File: config.mk
export PLATFORM = sky130hd
export DESIGN_NAME = vga_cpu_readback
export DESIGN_NICKNAME = d
export VERILOG_FILES = /design/src/rtl/vga_cpu_readback.sv
export SDC_FILE = /design/constraint.sdc
export NUM_CORES = 1
export LEC_CHECK = 0
export BUFFER_PORTS_ARGS = -buffer_cell sky130_fd_sc_hd__buf_2
export CAP_MARGIN = 10
export CORE_ASPECT_RATIO = 0.9
export CORE_UTILIZATION = 35
export CTS_CLUSTER_DIAMETER = 50
export CTS_CLUSTER_SIZE = 20
export DETAILED_ROUTE_END_ITERATION = 12
export GPL_TIMING_DRIVEN = 0
export PLACE_DENSITY = 0.59
export SLEW_MARGIN = 20
export SYNTH_ARGS = -nofsm -noshare
export SYNTH_HDL_FRONTEND = slang
export SYNTH_SLANG_ARGS = --single-unit
File: constraint.sdc
create_clock -name CLK -period 2.2 [get_ports CLK]
set_input_delay 0.11 -clock CLK [delete_from_list [all_inputs] [get_ports CLK]]
set_output_delay 0.11 -clock CLK [all_outputs]
set_load 0.05 [all_outputs]
File: src/rtl/vga_cpu_readback.sv
// CPU read-back responder for the 160x120, 3-bit VGA framebuffer: lets the 6502
// read the X/Y pointer, the pixel under that pointer and a status byte.
module vga_cpu_readback #(
    parameter int H_PIX       = 160,
    parameter int V_PIX       = 120,
    parameter int SYNC_STAGES = 2
) (
    input  logic       CLK,
    input  logic       RESB,
    input  logic       CPU_CLK,
    input  logic       CE,
    input  logic       RWB,
    input  logic [1:0] ADDR,
    input  logic [7:0] X_COORD,
    input  logic [7:0] Y_COORD,
    input  logic       DRAW_STROBE,
    input  logic       VBLANK,
    output logic       FB_RREQ,
    output logic [7:0] FB_RX,
    output logic [6:0] FB_RY,
    input  logic       FB_RGNT,
    input  logic [2:0] FB_RDATA,
    output logic [7:0] DATA_OUT,
    output logic       DATA_OE
);
    localparam logic [8:0] H_LIM = 9'(H_PIX);
    localparam logic [8:0] V_LIM = 9'(V_PIX);

    typedef enum logic [1:0] {S_IDLE, S_REQ, S_DATA} state_t;

    state_t                 state_q, state_d;
    logic [SYNC_STAGES-1:0] phi_sync_q, ce_sync_q, rwb_sync_q;
    logic                   phi_last_q;
    logic [7:0]             fb_rx_q, fb_rx_d;
    logic [6:0]             fb_ry_q, fb_ry_d;
    logic [7:0]             last_x_q, last_x_d;
    logic [7:0]             last_y_q, last_y_d;
    logic [2:0]             pixel_q, pixel_d;
    logic                   pix_valid_q, pix_valid_d;
    logic                   oor_q, oor_d;
    logic [7:0]             data_out_q, data_out_d;
    logic                   data_oe_q, data_oe_d;

    logic       phi_s, ce_s, rwb_s;
    logic       phi_rise, phi_fall;
    logic       coord_change, coord_oor, trigger;
    logic       busy, fb_rreq;
    logic [7:0] reg_rdata;

    assign phi_s    = phi_sync_q[SYNC_STAGES-1];
    assign ce_s     = ce_sync_q[SYNC_STAGES-1];
    assign rwb_s    = rwb_sync_q[SYNC_STAGES-1];
    assign phi_rise = phi_s & ~phi_last_q;
    assign phi_fall = ~phi_s & phi_last_q;

    // Range check uses all 8 bits even though only Y[6:0] reaches FB_RY.
    assign coord_change = (X_COORD != last_x_q) || (Y_COORD != last_y_q);
    assign coord_oor    = ({1'b0, X_COORD} >= H_LIM) || ({1'b0, Y_COORD} >= V_LIM);
    assign trigger      = coord_change || DRAW_STROBE || !pix_valid_q;

    // State register and all other sequential state.
    always_ff @(posedge CLK) begin
        if (!RESB) begin
            state_q     <= S_IDLE;
            phi_sync_q  <= '0;
            ce_sync_q   <= '0;
            rwb_sync_q  <= '0;
            phi_last_q  <= 1'b0;
            fb_rx_q     <= '0;
            fb_ry_q     <= '0;
            last_x_q    <= '0;
            last_y_q    <= '0;
            pixel_q     <= '0;
            pix_valid_q <= 1'b0;
            oor_q       <= 1'b0;
            data_out_q  <= '0;
            data_oe_q   <= 1'b0;
        end else begin
            // NOTE: non-blocking assignments so every flop samples pre-edge values.
            state_q     <= state_d;
            phi_sync_q  <= {phi_sync_q[SYNC_STAGES-2:0], CPU_CLK};
            ce_sync_q   <= {ce_sync_q[SYNC_STAGES-2:0], CE};
            rwb_sync_q  <= {rwb_sync_q[SYNC_STAGES-2:0], RWB};
            phi_last_q  <= phi_s;
            fb_rx_q     <= fb_rx_d;
            fb_ry_q     <= fb_ry_d;
            last_x_q    <= last_x_d;
            last_y_q    <= last_y_d;
            pixel_q     <= pixel_d;
            pix_valid_q <= pix_valid_d;
            oor_q       <= oor_d;
            data_out_q  <= data_out_d;
            data_oe_q   <= data_oe_d;
        end
    end

    // Next-state logic for the fetch FSM.
    always_comb begin
        // NOTE: defaults first so no path through the case infers a latch.
        state_d     = state_q;
        fb_rx_d     = fb_rx_q;
        fb_ry_d     = fb_ry_q;
        last_x_d    = last_x_q;
        last_y_d    = last_y_q;
        pixel_d     = pixel_q;
        pix_valid_d = pix_valid_q;
        oor_d       = oor_q;
        unique case (state_q)
            S_IDLE: begin
                if (trigger) begin
                    last_x_d = X_COORD;
                    last_y_d = Y_COORD;
                    if (coord_oor) begin
                        oor_d       = 1'b1;
                        pixel_d     = '0;
                        pix_valid_d = 1'b1;
                    end else begin
                        oor_d       = 1'b0;
                        pix_valid_d = 1'b0;
                        fb_rx_d     = X_COORD;
                        fb_ry_d     = Y_COORD[6:0];
                        state_d     = S_REQ;
                    end
                end
            end
            S_REQ: begin
                // A pointer move retargets the pending request; an out-of-range
                // move drops back to IDLE, where pix_valid=0 resolves it.
                if (coord_change) begin
                    last_x_d = X_COORD;
                    last_y_d = Y_COORD;
                    if (coord_oor) begin
                        state_d = S_IDLE;
                    end else begin
                        fb_rx_d = X_COORD;
                        fb_ry_d = Y_COORD[6:0];
                    end
                end else if (FB_RGNT) begin
                    state_d = S_DATA;
                end
            end
            S_DATA: begin
                if (coord_change || DRAW_STROBE) begin
                    last_x_d = X_COORD;
                    last_y_d = Y_COORD;
                    if (coord_oor) begin
                        state_d = S_IDLE;
                    end else begin
                        fb_rx_d = X_COORD;
                        fb_ry_d = Y_COORD[6:0];
                        state_d = S_REQ;
                    end
                end else begin
                    pixel_d     = FB_RDATA;
                    pix_valid_d = 1'b1;
                    state_d     = S_IDLE;
                end
            end
            default: state_d = S_IDLE;
        endcase
    end

    // FSM outputs.
    always_comb begin
        busy    = (state_q != S_IDLE);
        fb_rreq = (state_q == S_REQ);
    end

    always_comb begin
        unique case (ADDR)
            2'd0:    reg_rdata = X_COORD;
            2'd1:    reg_rdata = Y_COORD;
            2'd2:    reg_rdata = {5'b0, pixel_q};
            default: reg_rdata = {busy, 4'b0, oor_q, pix_valid_q, VBLANK};
        endcase
    end

    // Bus side: snapshot at PHI2 rise so DATA_OUT is stable for the whole cycle.
    always_comb begin
        data_out_d = data_out_q;
        data_oe_d  = data_oe_q;
        if (phi_rise && !ce_s && rwb_s) begin
            data_out_d = reg_rdata;
            data_oe_d  = 1'b1;
        end else if (phi_fall || ce_s) begin
            data_oe_d  = 1'b0;
        end
    end

    assign FB_RREQ  = fb_rreq;
    assign FB_RX    = fb_rx_q;
    assign FB_RY    = fb_ry_q;
    assign DATA_OUT = data_out_q;
    assign DATA_OE  = data_oe_q;

endmodule

==> impl_metrics.env <==
export IMPL_status="finished, final reports clean"
export IMPL_end_kind="register"
export IMPL_critPathRequiredTime_ps=2440
export IMPL_crit_fanout=10
export IMPL_criticalPathCategory="reg -> reg"
export IMPL_start_util=0.367
export IMPL_first_global_vias=1824
export IMPL_viasPerCell=4.85
export IMPL_drive_gt1_frac=0.243
export IMPL_io_pins=54
export IMPL_slew_violations=0
export IMPL_clock_latency_ps=310
export IMPL_portBuffers=50
export IMPL_postRouteAntennaNets=0
export IMPL_synth_cell_types=39
export IMPL_netlist_instances=252
export IMPL_die_h_um=81.3
export IMPL_fmax_mhz=476
export IMPL_cts_max_path_buffers=2
export IMPL_numCtsBuffers=5
export IMPL_diodes=0
export IMPL_cts_sinks=54
export IMPL_rsz0062_at_grt="false"
export IMPL_layout_commonest_cell="nand2_1"
export IMPL_powerDensity_nw_per_um2=697
export IMPL_final_cell_mix="57 x nand2_1, 54 x dfxtp_1, 50 x buf_2"
export IMPL_syn_avg_cell_area_um2=9.70
export IMPL_vias=1973
export IMPL_worst_hold_path_type="in -> reg"
export IMPL_max_vdd_ir_drop_mv=0.331
export IMPL_place_hpwl_um=4420
export IMPL_worstMarginPinSlew_ps=640
export IMPL_synth_area_leaders="dfxtp_1 44%, mux2i_1 15%, nand2_1 8.8%, xor2_1 5.7%, mux4_2 2.8%"
export IMPL_crit_path_start_kind="register"
export IMPL_setup_viol_count_final=0
export IMPL_synth_top_area_share=0.442
export IMPL_grt_start_max_net_pins=17
export IMPL_globalplace_congestion=0.773
export IMPL_grt_pass1_wl_um=9580
export IMPL_final_core_util=0.447
export IMPL_drc=0
export IMPL_grt_overflow=0
export IMPL_cts_tree="done"
export IMPL_fin_setup_tns_ps=0
export IMPL_drt_iter0_markers=82
export IMPL_synth_area_um2=2440
export IMPL_synth_seq_area_share=0.442
export IMPL_cp_arrival_ps=2340
export IMPL_drt_wl_total_um=5960
export IMPL_ys_warn_count=0
export IMPL_hold_viol=0
export IMPL_yosysTopAreaCell="dfxtp_1"
export IMPL_htreeDepth=2
export IMPL_path_clk_slew_ps=100
export IMPL_core_area_um2=6660
export IMPL_area_growth_pct=21.8
export IMPL_period_share=0.954
export IMPL_drv_cap=0
export IMPL_period_minus_slack_ps=2100
export IMPL_grt_total_usage=0.169
export IMPL_whs_path_depth=3
export IMPL_ys_ff_latch=54
export IMPL_finalNetCount=345
export IMPL_antenna_found_initial=0
export IMPL_die_area_um2=7320
export IMPL_first_pass_iters=4
export IMPL_fp_dieW_um=90.1
export IMPL_timing_slew_headroom=0.570
export IMPL_syn_nets=281
export IMPL_rows=28
export IMPL_cts_root_buf="clkbuf_8"
export IMPL_p_leak_uw=0.00132
export IMPL_fillerInstances=688
export IMPL_reg2reg_depth=8
export IMPL_fin_skew_ps=7.83
export IMPL_drt_wirelength_per_cell_um=14.6
metrics by stage:
step	hold WS [ps]	total power, uW	area (um2)	cells	worst slack [ps]
finish	10.3	2070	2980	407	101
global route	17.8	2170	2980	407	3.52
CTS	7.75	2090	2960	405	96.3
detailed placement	318	1420	2810	392	42.0
global placement	315	1420	2810	392	84.7
floorplan	224	1320	2440	252	342
kinds of logic (layout without fill, tap and decap cells):
| logic type | after synthesis | count (layout) | synth area share |
|---|---|---|---|
| AO/OA/AOI/OAI | 26 | 26 | 0.0804 |
| XOR/XNOR | 16 | 16 | 0.0573 |
| buffers and inverters | 17 | 82 | 0.0389 |
| flip-flops | 54 | 54 | 0.442 |
| multiplexers | 39 | 39 | 0.175 |
| AND/OR/NAND/NOR | 100 | 100 | 0.206 |
layout make-up:
class | count | area, um2 | area share
clock buffer | 5 | 68.8 | 0.0231
multi-input combinational | 181 | 1270 | 0.426
inverter | 2 | 7.51 | 0.00252
timing repair buffer | 57 | 310 | 0.104
buffer | 15 | 87.6 | 0.0294
sequential | 54 | 1080 | 0.363
tap | 90 | 113 | 0.0378
clock inverter | 3 | 40.0 | 0.0135
report_power, final:
| group | leakage (uW) | total [uW] | switching, uW | internal [uW] |
|---|---|---|---|---|
| sequential | 0.000445 | 1050 | 26.3 | 1030 |
| combinational | 0.000821 | 350 | 231 | 119 |
| clock | 0.0000579 | 671 | 335 | 336 |
| total | 0.00132 | 2070 | 592 | 1480 |
state kept, by name, summed over array words and instances, names as in the netlist:
| register | flops |
|---|---|
| state_q | 2 |
| DATA_OUT | 8 |
| phi_last_q | 1 |
| DATA_OE | 1 |
| rwb_sync_q | 2 |
| phi_sync_q | 2 |
| last_y_q | 8 |
| oor_q | 1 |
| ce_sync_q | 2 |
| pix_valid_q | 1 |
| FB_RY | 7 |
| FB_RX | 8 |
| last_x_q | 8 |
| pixel_q | 3 |
layer usage:
layer | routed length, um | share of wire | vias to the layer above | global-route usage
met5 | 0 | 0 | - | 0
met4 | 43 | 0.0072 | 0 | 0.0387
met3 | 306 | 0.051 | 6 | 0.0431
met2 | 2680 | 0.45 | 50 | 0.271
met1 | 2930 | 0.49 | 924 | 0.229
li1 | - | - | 993 | -
final timing paths:
path	start	to	slack, ps
worst max-delay path	last_x_q[4]	last_x_q[4]	100
worst min-delay path	FB_RGNT	state_q[1]	10
worst max register to register	last_x_q[4]	last_x_q[4]	100
worst min register to register	rwb_sync_q[0]	rwb_sync_q[1]	440
timing repair:
| action | CTS | global route |
|---|---|---|
| pin swaps | 1 | 1 |
| endpoints found under the hold margin | 3 | 0 |
| endpoints found under the setup margin | 1 | 2 |
| setup buffers | 2 | 2 |
| hold buffers | 3 | 0 |
| resized for setup | 0 | 0 |
cells in the mapped netlist:
master and number:
nand2_1 57, dfxtp_1 54, mux2i_1 36, xor2_1 16
clkbuf_1 12, and2_1 8, nor2_1 6, o21ai_0 6
a21oi_1 5, nor3_1 5, nor2b_1 4, nor4_2 4
a21boi_0 3, a41o_1 3, and3_1 3, mux4_2 3
buf_6 2, inv_1 2, nand3_1 2, or3_1 2
a21boi_1 1, a32o_1 1, and3b_1 1, buf_12 1
nand2b_1 1, nand3b_1 1, nand4_1 1, nand4_2 1
nor2_4 1, nor3b_1 1, nor4b_1 1, o211a_1 1
o211ai_1 1, o21ai_2 1, o221ai_1 1, o22a_1 1
o22ai_1 1, o31ai_4 1, or2_2 1
worst max-delay path, cell delays in order (launching register included):
cell	delay (ps)
dfxtp_1	330
xor2_1	170
nor4_2	370
nand4_2	250
nor2_4	230
o22a_1	170
buf_6	160
buf_12	150
mux2i_1	200
Power figures use the tool's default switching activity.
